**config.mk**
```make
export PLATFORM = sky130hd
export DESIGN_NAME = diff_frame_wr
export DESIGN_NICKNAME = d
export VERILOG_FILES = /design/src/rtl/diff_frame_wr.sv
export SDC_FILE = /design/constraint.sdc
export NUM_CORES = 1
export LEC_CHECK = 0
export CAP_MARGIN = 20
export CORE_MARGIN = 1
export CORE_UTILIZATION = 43
export DETAILED_ROUTE_END_ITERATION = 10
export PLACE_DENSITY = 0.9
export SYNTH_ARGS = -nofsm -noshare
export SYNTH_HDL_FRONTEND = slang
export SYNTH_SLANG_ARGS = --single-unit
```
**constraint.sdc**
```tcl
create_clock -name clk -period 2.41 [get_ports clk]
set_input_delay 0.482 -clock clk [delete_from_list [all_inputs] [get_ports clk]]
set_output_delay 0.482 -clock clk [all_outputs]
set_load 0.03 [all_outputs]
```
**src/rtl/diff_frame_wr.sv**
```systemverilog
// Frame writer: packs 8-lane diff-stage beats into RAM words and writes whole
// frames into a ping-pong frame RAM. A frame is dropped whole if its bank is still busy.

module diff_frame_wr_lane #(
  parameter int LW = 16
) (
  input  logic          clk,
  input  logic          rst_n,
  input  logic          ld,
  input  logic [LW-1:0] d,
  output logic [LW-1:0] q
);
  always_ff @(posedge clk or negedge rst_n)
    if (!rst_n)  q <= '0;
    else if (ld) q <= d;
endmodule

module diff_frame_wr #(
  parameter  int SAMPLE_WIDTH = 32,
  parameter  int BURST_LEN    = 8,
  parameter  int DATA_NUM     = 1024,
  parameter  int RAM_WIDTH    = 128,
  localparam int LANE_W       = SAMPLE_WIDTH/2,
  localparam int WORDS        = DATA_NUM/BURST_LEN,
  localparam int ADDR_W       = $clog2(WORDS)+1
) (
  input  logic                     clk,
  input  logic                     rst_n,
  input  logic signed [LANE_W-1:0] i_y0 [BURST_LEN],
  input  logic                     i_y0_valid,
  input  logic                     i_rd_done,
  input  logic                     i_rd_bank,
  input  logic                     i_clr_ovf,
  output logic                     o_wr_en,
  output logic [ADDR_W-1:0]        o_wr_addr,
  output logic [RAM_WIDTH-1:0]     o_wr_data,
  output logic                     o_frame_done,
  output logic                     o_frame_bank,
  output logic [1:0]               o_bank_full,
  output logic                     o_ovf
);
  localparam int CNT_W = ADDR_W-1;
  localparam logic [CNT_W-1:0] LAST = CNT_W'(WORDS-1);

  typedef enum logic {WRITE = 1'b0, DROP = 1'b1} state_t;

  state_t           state;
  logic [CNT_W-1:0] wcnt;
  logic             wb;
  logic [1:0]       rel, set, full_eff;
  logic             frame_start, wr_ok, wr_fire, last_beat;

  logic [BURST_LEN-1:0][LANE_W-1:0] lane_q;

  // The write/drop decision sees this cycle's release, so a bank freed on the
  // first beat of a frame is already usable for that frame.
  always_comb begin
    rel = '0;
    set = '0;
    if (i_rd_done) rel[i_rd_bank] = 1'b1;
    full_eff    = o_bank_full & ~rel;
    frame_start = i_y0_valid && (wcnt == '0);
    wr_ok       = frame_start ? !full_eff[wb] : (state == WRITE);
    wr_fire     = i_y0_valid && wr_ok;
    last_beat   = wr_fire && (wcnt == LAST);
    if (last_beat) set[wb] = 1'b1;
  end

  always_ff @(posedge clk or negedge rst_n) begin
    if (!rst_n) begin
      state        <= WRITE;
      wcnt         <= '0;
      wb           <= 1'b0;
      o_bank_full  <= '0;
      o_wr_en      <= 1'b0;
      o_wr_addr    <= '0;
      o_frame_done <= 1'b0;
      o_frame_bank <= 1'b0;
      o_ovf        <= 1'b0;
    end else begin
      o_wr_en      <= wr_fire;
      o_frame_done <= last_beat;
      if (wr_fire)     o_wr_addr <= {wb, wcnt};
      if (frame_start) state     <= wr_ok ? WRITE : DROP;
      if (i_y0_valid)  wcnt      <= (wcnt == LAST) ? '0 : wcnt + 1'b1;
      if (last_beat) begin
        wb           <= ~wb;
        o_frame_bank <= wb;
      end
      // set is applied after clear so a same-bank collision leaves the bank full
      o_bank_full <= full_eff | set;
      if (frame_start && !wr_ok) o_ovf <= 1'b1;
      else if (i_clr_ovf)        o_ovf <= 1'b0;
    end
  end

  for (genvar k = 0; k < BURST_LEN; k++) begin : g_lane
    diff_frame_wr_lane #(.LW(LANE_W)) u_lane (
      .clk   (clk),
      .rst_n (rst_n),
      .ld    (wr_fire),
      .d     (i_y0[k]),
      .q     (lane_q[k])
    );
  end

  assign o_wr_data = lane_q;

endmodule

```
==> results.sh <==
export IMPL_drt_iter0_drc=175
export IMPL_slowest_delay_ns=0.41
export IMPL_maxSlewViolCount=0
export IMPL_viasPerCell=4.831
export IMPL_first_global_vias=4295
export IMPL_fp_dieH_um=124.2
export IMPL_r2r_start="wcnt[0]"
export IMPL_port_buffers=275
export IMPL_rows=44
export IMPL_synth_seq_cells=151
export IMPL_grt_max_degree=78
export IMPL_gp_congestion=0.8147
export IMPL_clk_latency_ns=0.42
export IMPL_synth_area_per_cell_um2=18.07
export IMPL_min_period_ns=2.152
export IMPL_maxCapViolations=0
export IMPL_max_vdd_ir_drop_mv=0.5104
export IMPL_die_width_um=124.2
export IMPL_timing_setup_tns_ns=0
export IMPL_tightest_slew_ns=0.4180
export IMPL_yosys_top_cells_area="dfrtp_1 59%, mux2_4 29%, buf_12 3.4%"
export IMPL_worst_setup_path_start_kind="flip-flop"
export IMPL_stdcell_area_um2=10030
export IMPL_slowest_stage="dfrtp_1"
export IMPL_cp_num_cells=8
export IMPL_vias=4092
export IMPL_final_setup_viol_count=0
export IMPL_layout_drive_gt1_share_pct=28.66
export IMPL_ctsResizeCount=0
export IMPL_crit_family="buffers and inverters"
export IMPL_fin_nets=788
export IMPL_grt_pass1_wl_um=23600
export IMPL_cts_buffer_depth=2
export IMPL_syn_nets=491
export IMPL_cpMostUsedCell="buf_12"
export IMPL_placed_cell_area_um2=9374
export IMPL_postCtsHoldBufs=0
export IMPL_p_leak_nw=4.547
export IMPL_whs_ns=0.06047
export IMPL_worstSetupEndpoint="g_lane[6].u_lane.q[11]"
export IMPL_hold_viol=0
export IMPL_synthFlopType="dfrtp_1"
export IMPL_n_antenna_cell=0
export IMPL_synth_area_um2=6416
export IMPL_start_util_pct=44.15
export IMPL_grt_setup_unrepaired="false"
export IMPL_timing_rr_end="g_lane[6].u_lane.q[11]"
export IMPL_ys_seq_area_share_pct=58.89
export IMPL_dp_hpwl_um=11740
export IMPL_clock_sinks=151
export IMPL_numCtsBuffers=17
export IMPL_power_density_nw_per_um2=801.6
export IMPL_synth_edff_count=0
export IMPL_slew_headroom_pct=72.13
export IMPL_cts_tree="built"
export IMPL_die_area_um2=15410
export IMPL_synth_largest_area_cell="dfrtp_1"
export IMPL_cts_root_buf="clkbuf_16"
export IMPL_synthArstFlopShare_pct=100.0
export IMPL_outcome="finished, final reports clean"
export IMPL_hold_path_class="in2async"
export IMPL_wl_um=15970
export IMPL_cp_arrival_ns=2.45
export IMPL_yosysUniqueCellTypes=31
export IMPL_track_usage_pct=20.65
export IMPL_final_util_pct=69.00
export IMPL_dr_pass1_iters=4
export IMPL_postSynthCellCount=355
export IMPL_coreArea_um2=14530
export IMPL_startpoint="wcnt[0]"
export IMPL_postCtsSetupBuffers=0
export IMPL_fin_crit_sh_pct=89.29
export IMPL_antenna_found_initial=0
export IMPL_htree_levels=4
export IMPL_fin_worst_skew_ns=0.01074
export IMPL_cp_cell_sequence="inv_1 > ha_1 > nor4b_4 > o2111ai_2 > nand3_4 > buf_12 > buf_12 > mux2_4"
export IMPL_ant_nets=0
export IMPL_wl_per_cell_um=18.85
export IMPL_clkTransAtPathRegs_ns=0.06
export IMPL_ff2ff_path_depth=8
export IMPL_yosys_warnings=0
export IMPL_synth_top_cell_area_share_pct=58.89
export IMPL_endpoint_kind="flip-flop"
export IMPL_synthToLayoutAreaGrowth_pct=56.30
export IMPL_r2r_slack_ns=0.26
export IMPL_grt_overflow_total=0
export IMPL_fmax_mhz=464.7
export IMPL_power_total_w=0.008038
export IMPL_crit_path_max_fanout=16
export IMPL_worst_ep_required_time_ns=2.71
export IMPL_crit_buf_inv=3
export IMPL_critPathKind="reg2reg"
export IMPL_drc=0
export IMPL_ioPinCount=276
[state kept, by name (all words and copies together) (netlist names)]
register and cells:
o_ovf 1, o_frame_done 1, wcnt 7, o_wr_addr 8, o_wr_en 1, g_lane.u_lane.q 128, state 1, o_bank_full 2
wb 1, o_frame_bank 1
[worst min path at each step]
stage / to / slack (ns)
global route: g_lane[4].u_lane.q[5] / 0.08
detailed placement: o_wr_addr[2] / 0.49
finish: g_lane[4].u_lane.q[1] / 0.06
global placement: o_wr_addr[2] / 0.47
floorplan: g_lane[0].u_lane.q[0] / 0.19
CTS: g_lane[5].u_lane.q[13] / 0.08
[power breakdown]
| part | switching [W] | leakage (nW) | internal (W) |
|---|---|---|---|
| sequential | 0.000253 | 1.79 | 0.00284 |
| combinational | 0.000946 | 2.43 | 0.00105 |
| clock | 0.00102 | 0.319 | 0.00193 |
| total | 0.00222 | 4.55 | 0.00582 |
[Yosys cell counts, types with 2 or more instances]
cell,number
nor2_1,2
nand4_1,2
mux2_2,8
inv_1,8
a22o_1,4
dfrtp_1,151
buf_8,2
buf_6,3
mux2_4,125
buf_12,11
xor2_1,2
nand2_1,9
xnor2_1,3
nand3_1,2
ha_1,2
o21ai_0,6
[placed cells by master, fill, tap and decap left out, types with 2 or more instances in the layout]
cell type,netlist,routed
a22o_1,4,4
buf_12,11,9
buf_4,0,11
bufinv_16,0,6
clkbuf_16,0,17
clkdlybuf4s50_1,0,274
clkinv_2,0,3
clkinv_4,0,2
dfrtp_1,151,151
ha_1,2,2
inv_1,8,8
mux2_2,8,8
mux2_4,125,125
nand2_1,9,9
nand3_1,2,2
nand4_1,2,2
nor2_1,2,2
o21ai_0,6,6
xnor2_1,3,3
xor2_1,2,2
[routing by layer]
layer | share of wire, % | global-route usage, %
met1 | 39 | 24.19
met2 | 52 | 35.15
met3 | 6.9 | 5.998
met4 | 2.3 | 8.780
met5 | 0 | 0
[cell families after synthesis]
kind of cell,count (synthesis),synth area share (%)
multiplexers,134,30.81
AND/OR/NAND/NOR,21,2.126
AO/OA/AOI/OAI,17,2.126
XOR/XNOR,5,0.6827
buffers and inverters,25,4.973
flip-flops,151,58.89
adder cells (fa/ha/maj),2,0.3900
[area by class of cell]
cell class	instances	area (um^2)
sequential	151	3779
multi-input combinational	179	2318
inverter	8	30.03
clock inverter	13	229.0
tap	184	230.2
clock buffer	17	425.4
timing repair buffer	295	3017
fill	965	4506
[stage by stage]
| step | cells | worst slack (ns) |
|---|---|---|
| after floorplan | 355 | 0.4972 |
| after global placement | 817 | 0.06654 |
| after detailed placement | 817 | -0.04696 |
| after CTS | 847 | 0.2696 |
| after global routing | 847 | 0.1605 |
| final | 847 | 0.2582 |
No activity file was read; power rests on OpenSTA's default activity.
